**config.mk**
```make
export PLATFORM = sky130hd
export DESIGN_NAME = div_unit
export DESIGN_NICKNAME = d
export VERILOG_FILES = /design/src/rtl/div_unit.sv
export SDC_FILE = /design/constraint.sdc
export NUM_CORES = 1
export LEC_CHECK = 0
export ABC_AREA = 1
export CORE_MARGIN = 8
export CORE_UTILIZATION = 35
export DETAILED_ROUTE_END_ITERATION = 6
export PLACE_DENSITY = 0.56
export SETUP_SLACK_MARGIN = 0.5
export SYNTH_ARGS = -nofsm -noshare
export SYNTH_HDL_FRONTEND = slang
export SYNTH_SLANG_ARGS = --single-unit
export TNS_END_PERCENT = 30
```
**constraint.sdc**
```tcl
create_clock -name clk -period 2.9 [get_ports clk]
set_clock_uncertainty 0.2 [all_clocks]
set_input_delay 0.58 -clock clk [delete_from_list [all_inputs] [get_ports clk]]
set_output_delay 0.58 -clock clk [all_outputs]
set_load 0.02 [all_outputs]
```
**src/rtl/div_unit.sv**
```systemverilog
// Multi-cycle restoring divider: signed/unsigned, one quotient bit per cycle.
// Results register on leaving FIX and hold until the next completion or reset.
module div_unit #(
    parameter int SIZE = 32
) (
    input  logic            clk,
    input  logic            rst_n,
    input  logic            start,
    input  logic            is_signed,
    input  logic [SIZE-1:0] dividend,
    input  logic [SIZE-1:0] divisor,
    output logic            busy,
    output logic            done,
    output logic [SIZE-1:0] quotient,
    output logic [SIZE-1:0] remainder,
    output logic            div_by_zero
);
    typedef enum logic [1:0] {IDLE, RUN, FIX, DONE} state_t;
    localparam int CW = $clog2(SIZE + 1);

    state_t          state, state_nxt;
    logic [CW-1:0]   cnt;
    logic [SIZE-1:0] q_acc, r_acc, dvs_mag, dvd_lat;
    logic            neg_q, neg_r, dz;
    logic [SIZE:0]   r_shift;
    logic            fits, accept, last;
    logic            dvd_neg, dvs_neg;

    assign last    = (cnt == CW'(SIZE));
    assign r_shift = {r_acc, q_acc[SIZE-1]};
    assign fits    = (r_shift >= {1'b0, dvs_mag});
    assign dvd_neg = is_signed & dividend[SIZE-1];
    assign dvs_neg = is_signed & divisor[SIZE-1];
    assign busy    = (state == RUN) || (state == FIX);
    assign done    = (state == DONE);

    always_comb begin
        state_nxt = state;
        accept    = 1'b0;
        case (state)
            IDLE: if (start) begin accept = 1'b1; state_nxt = RUN; end
            RUN:  if (last) state_nxt = FIX;
            FIX:  state_nxt = DONE;
            DONE: begin
                if (start) begin accept = 1'b1; state_nxt = RUN; end
                else state_nxt = IDLE;
            end
            default: state_nxt = IDLE;
        endcase
    end

    always_ff @(posedge clk) begin
        if (!rst_n) state <= IDLE;
        else        state <= state_nxt;
    end

    // Counter runs 0..SIZE: SIZE shift-subtract steps, then one settle cycle
    // in RUN before FIX, giving the SIZE+2 edge start-to-done latency.
    always_ff @(posedge clk) begin
        if (!rst_n) begin
            cnt         <= '0;
            q_acc       <= '0;
            r_acc       <= '0;
            dvs_mag     <= '0;
            dvd_lat     <= '0;
            neg_q       <= 1'b0;
            neg_r       <= 1'b0;
            dz          <= 1'b0;
            quotient    <= '0;
            remainder   <= '0;
            div_by_zero <= 1'b0;
        end else if (accept) begin
            cnt     <= '0;
            q_acc   <= dvd_neg ? -dividend : dividend;
            r_acc   <= '0;
            dvs_mag <= dvs_neg ? -divisor : divisor;
            dvd_lat <= dividend;
            neg_q   <= dvd_neg ^ dvs_neg;
            neg_r   <= dvd_neg;
            dz      <= (divisor == '0);
        end else if (state == RUN && !last) begin
            cnt   <= cnt + 1'b1;
            q_acc <= {q_acc[SIZE-2:0], fits};
            r_acc <= fits ? SIZE'(r_shift - {1'b0, dvs_mag}) : r_shift[SIZE-1:0];
        end else if (state == FIX) begin
            // Overflow (-2^(SIZE-1) / -1) falls out naturally: magnitude 2^(SIZE-1), no negation.
            quotient    <= dz ? '1      : (neg_q ? -q_acc : q_acc);
            remainder   <= dz ? dvd_lat : (neg_r ? -r_acc : r_acc);
            div_by_zero <= dz;
        end
    end
endmodule

```
**After elaboration in Yosys (flattened, before gate mapping)**

Index checks and enable logic that the tools add are counted.

- $add $sub $neg: 6
- Order comparisons: 1
- Equality and inequality tests: 6
- Mux-type cells: 15
- Bitwise gates (word level): 6
- Reduce and logical (&&, ||, !) cells: 10

Operators by type and width:

| operator | count |
|---|---|
| $mux W32 | 9 |
| $neg A32 Y32 | 4 |
| $ge A33 B32 Y1 | 1 |
| $logic_not A32 Y1 | 1 |
| $sub A32 B32 Y32 | 1 |
| $pmux W2 S4 | 1 |
| $add A6 B1 Y6 const B | 1 |
| $eq A6 B6 Y1 const B | 1 |
| $eq A2 B2 Y1 const B | 2 |
| $mux W2 | 2 |
| $ne A2 B2 Y1 const B | 2 |
| $reduce_or A2 Y1 | 2 |
| $mux W1 | 3 |
| $not A1 Y1 | 3 |
| $reduce_and A3 Y1 | 1 |
| $and A1 B1 Y1 | 2 |
| $eq A2 B1 Y1 const B | 1 |
| $logic_not A2 Y1 | 1 |
| $reduce_and A2 Y1 | 1 |
| $reduce_bool A2 Y1 | 1 |
| $logic_and A1 B1 Y1 | 1 |
| $logic_not A1 Y1 | 1 |
| $logic_or A1 B1 Y1 | 1 |
| $xor A1 B1 Y1 | 1 |

- Register bits after elaboration: 204
- Input bits: 68
- Output and inout port bits: 67
- Logic and storage cells: 56

**Depth between registers and ports, before layout**

- Depth in word-level cells: 5
- Depth in mapped cells: 17
- Mapped depth without buffers: 15

**Least setup slack after synthesis**

OpenSTA, ideal clock, no wires.

- Path type: reg2reg
- Start point: reg state[0]
- End point: reg remainder[29]
- Library setup time: 0.132 ns
- Data arrival time: 1.989 ns
- Required time: 2.568 ns
- Slack: 0.579 ns
- Cell stages (with the launch flop): 14
- Buffers on the path: 1
- Clock period less this slack: 2.321 ns
- Path through: dfxtp_1 -> inv_1 -> ha_1 -> nor2_1 -> inv_2 -> nand2_1 -> clkinv_2 -> nand2_4 -> inv_2 -> nand2_1 -> inv_2 -> buf_6 -> a22oi_1 -> a21oi_1

- Longest elaborated chain between the ends: 5

RTL lines:

| item | RTL line | source |
|---|---|---|
| start, declared | 21 | `state_t state, state_nxt;` |
| start signal, assigned | 54 | `else state <= state_nxt;` |
| $eq A2 B2 Y1 or $logic_not A2 Y1 (tied branches) | 40 | `case (state)` |
| $reduce_or A2 Y1 (no line) | n/a |  |
| $mux W1 | n/a |  |
| $not A1 Y1 (no line) | n/a |  |
| $reduce_and A3 Y1 (no line) (*) | n/a |  |
| end signal, assigned | 88 | `remainder <= dz ? dvd_lat : (neg_r ? -r_acc : r_acc);` |
| end, declared | 15 | `output logic [SIZE-1:0] remainder,` |

Every way passes the cells marked *; elsewhere a longest branch is shown, timed or not.
A chain may end at the register's enable or synchronous reset.

**Worst setup path in the final report**

- Start point: reg remainder[14]
- End point: out remainder[14]

No word-level cell between the ends.

==> summary.md <==
| Metric | Value |
|---|---|
| Detailed-route wire length per cell | `17.5 microns` |
| Die ar. | `46500 sq um` |
| Largest net degree at the start of global routing | `74` |
| Num rows | `73` |
| Clock Path Buffers | `3` |
| Slew @ Worst Pin | `724 ps` |
| Average vias per placed instance | `5.18` |
| Hold_buf cts | `0` |
| Post-Place Worst Slack | `43.9 ps` |
| GR Util met2 | `32.6%` |
| Placer Congestion | `0.942` |
| Part of the power in combinational logic | `60.1%` |
| Yosys cell types | `58` |
| I/O pin count | `135` |
| Worst setup EP type | `output pin` |
| Min cycle time layout | `2400 ps` |
| Area of placed instances | `16100 sq um` |
| Clock share of power | `18.1%` |
| DP HPWL | `39.7 mm` |
| Worst slew margin | `51.7%` |
| DIE HEIGHT | `216 microns` |
| Unrepaired setup endpoints after global routing | `true` |
| Synthesized flop and latch total | `204` |
| Final setup fails | `0` |
| Clk Latency, worst-skew pair | `530 ps` |
| Share of post-route cells with drive strength above 1 | `14.9%` |
| Synth Instances | `2212` |
| Ys async rst share | `0%` |
| Slowest stage cell, crit path | `clkdlybuf4s50_1` |
| Synth warnings | `0` |
| Core region area | `39500 sq um` |
| Final Hold Fails | `0` |
| EDFF count, synth | `0` |
| GRT Total Usage | `20.9%` |
| Layout Nets | `2482` |
| Commonest non-fill, non-tap cells in the layout | `nand2_1 (491), inv_1 (300), nand3_1 (203)` |
| Total power | `18.6 mW` |
| HP Class | `reg -> reg` |
| Number of max-cap violations | `0` |
| Mapped cell area | `13900 sq um` |
| Vias in the first global route | `14300` |
| DRC errors left | `0` |
| CP Cell Sequence | `clkdlybuf4s50_1` |
| Worst hold slack | `263 ps` |
| Net Count, Synth | `2324` |
| Grt ovf | `0` |
| Tcrit/Tclk final | `82.6%` |
| Synth Area per Inst | `6.31 sq um` |
| WHS Path Cells | `2` |
| CP top delay family | `buffers and inverters` |
| Sw frac | `48.1%` |
| Post-synthesis sequential area ratio | `29.3%` |
| Net Switching | `8.94 mW` |
| DR pass1 iterations | `6` |
| Critical path buffer and inverter count | `1` |
| Seq pwr share | `21.8%` |
| Die W | `216 microns` |
| CP required | `2120 ps` |
| Lkg Pwr | `7.82 nW` |
| PwrDens | `1040 nW/um^2` |
| Initial Util | `35.3%` |
| IO buf count | `134` |
| Run status | `complete, no violations` |
| Post-route cell area | `17900 sq um` |
| Most common cell after layout, fill and taps aside | `nand2_1` |
| Final slew viol count | `0` |
| GR Util met1 | `30.2%` |
| Vias | `15100` |
| Setup WS post-layout | `504 ps` |
| Synthesis-to-finish area growth | `28.3%` |
| Worst reg2reg path depth | `14` |
| Num CTS Buffers | `25` |
| Routing usage on met3 | `2.53%` |
| Clock H-tree levels | `1` |
| F_max | `417 MHz` |
| Antenna violations before repair | `0` |
| Flop2flop setup slack | `550 ps` |
| CP peak stage delay | `660 ps` |
| Ys flop type | `dfxtp_1` |
| First-pass GRT wire length | `79.7 mm` |
| VDD IR max | `0.710 mV` |
| Grt peak-use layer | `met2` |
| Critical path launch point type | `flip-flop` |
| Critical path peak fanout | `2` |
| Worst path depth | `1` |
| Final wirelength | `50.9 mm` |
| CP Class | `reg -> out` |
| DR iter-0 viols | `1082` |
| CTS Root Cell | `clkbuf_16` |
| Internal power | `9.63 mW` |
| CTS tree | `done` |
| CTS clk-pin slew, worst paths | `60 ps` |
| Post-DRT Antenna Nets | `0` |
| Filler instances | `4137` |
| Arr. time, crit path | `1620 ps` |
| Clock Sinks | `204` |
| Setup TNS | `0 ps` |
state kept, by name, indices dropped and copies added, names as in the netlist:
register     cells
r_acc           32
neg_q            1
dz               1
state            2
dvs_mag         32
cnt              6
remainder       32
neg_r            1
quotient        32
dvd_lat         32
q_acc           32
div_by_zero      1
area by class of cell:
class / count / area [sq um] / share of cell area [%]
Antenna cell: 1 / 2.50 / 0.0140
Clock buffer: 37 / 771 / 4.31
Inverter: 334 / 1280 / 7.14
Clock inverter: 8 / 115 / 0.643
Sequential cell: 204 / 4130 / 23.1
Timing Repair Buffer: 221 / 2110 / 11.8
Multi-Input combinational cell: 1584 / 8840 / 49.4
Tap cell: 525 / 657 / 3.67
final timing paths:
check                                endpoint     startpoint
worst min register to register     dvd_lat[6]     dvd_lat[6]
worst min-delay path               dvd_lat[6]     dvd_lat[6]
worst max register to register      r_acc[18]      q_acc[31]
worst max-delay path            remainder[14]  remainder[14]
cell families (layout without fill, tap and decap cells):
kind of cell	Yosys count	after routing	share of synthesized area, %
buffers and inverters	425	600	12.3
AOI/OAI and AO/OA	421	421	17.8
xor gates and xnor gates	37	37	2.32
other	0	1	0
adders and majority gates	44	44	4.00
and+or+nand+nor	1081	1082	34.3
DFF	204	204	29.3
repair_timing:
action | 4_1_cts | 5_1_grt
buffers inserted | 3 | 15
endpoints found under the setup margin | 73 | 118
pin swaps | 6 | 25
resized for setup | 62 | 135
cloned | 1 | 0
Yosys cell counts (all sizes together), types with 2 or more instances:
cell	count	share of area, %
nand2	532	15
inv	331	8.9
nand3	228	8.8
nor2	215	6.1
dfxtp	204	29
a21oi	135	4.9
o21ai	129	4.7
clkbuf	53	1.4
nor3	49	2.0
ha	43	3.9
buf	38	1.8
a31oi	35	1.6
o22ai	26	1.2
nand4	24	1.1
a211oi	23	1.2
xor2	21	1.3
o211ai	20	1.1
a22oi	19	1.0
xnor2	16	1.0
nand3b	9	0.51
or2	9	0.40
o221ai	8	0.50
and2	6	0.28
o21bai	6	0.32
o21a	5	0.27
and3	4	0.18
nor4	4	0.18
a22o	3	0.19
clkinv	3	0.090
a31o	2	0.13
o2111ai	2	0.13
o221a	2	0.16
o31ai	2	0.11
o32ai	2	0.13
per-layer routing:
| layer | up-vias | share of wire [%] |
|---|---|---|
| met2 | 367 | 44 |
| met4 | 0 | 2.3 |
| met3 | 56 | 5.2 |
| met5 | - | 0 |
| met1 | 7087 | 49 |
| li1 | 7599 | - |
per-stage QoR:
stage,cells,utilization [%]
4_1_cts,2898,43.9
3_5_place_dp,2849,40.6
5_1_grt,2913,45.2
2_1_floorplan,2212,-
3_3_place_gp,2849,40.6
6_report,2914,45.3
power by group through the flow:
stage	registers, mW	clock network (mW)	logic, mW
detailed placement	4.04	0	9.88
floorplan	4.04	0	6.93
finish	4.05	3.36	11.2
global placement	4.03	0	9.87
CTS	4.01	3.42	10.4
global route	4.13	3.54	12.3
(Power assumes the default switching activity.)
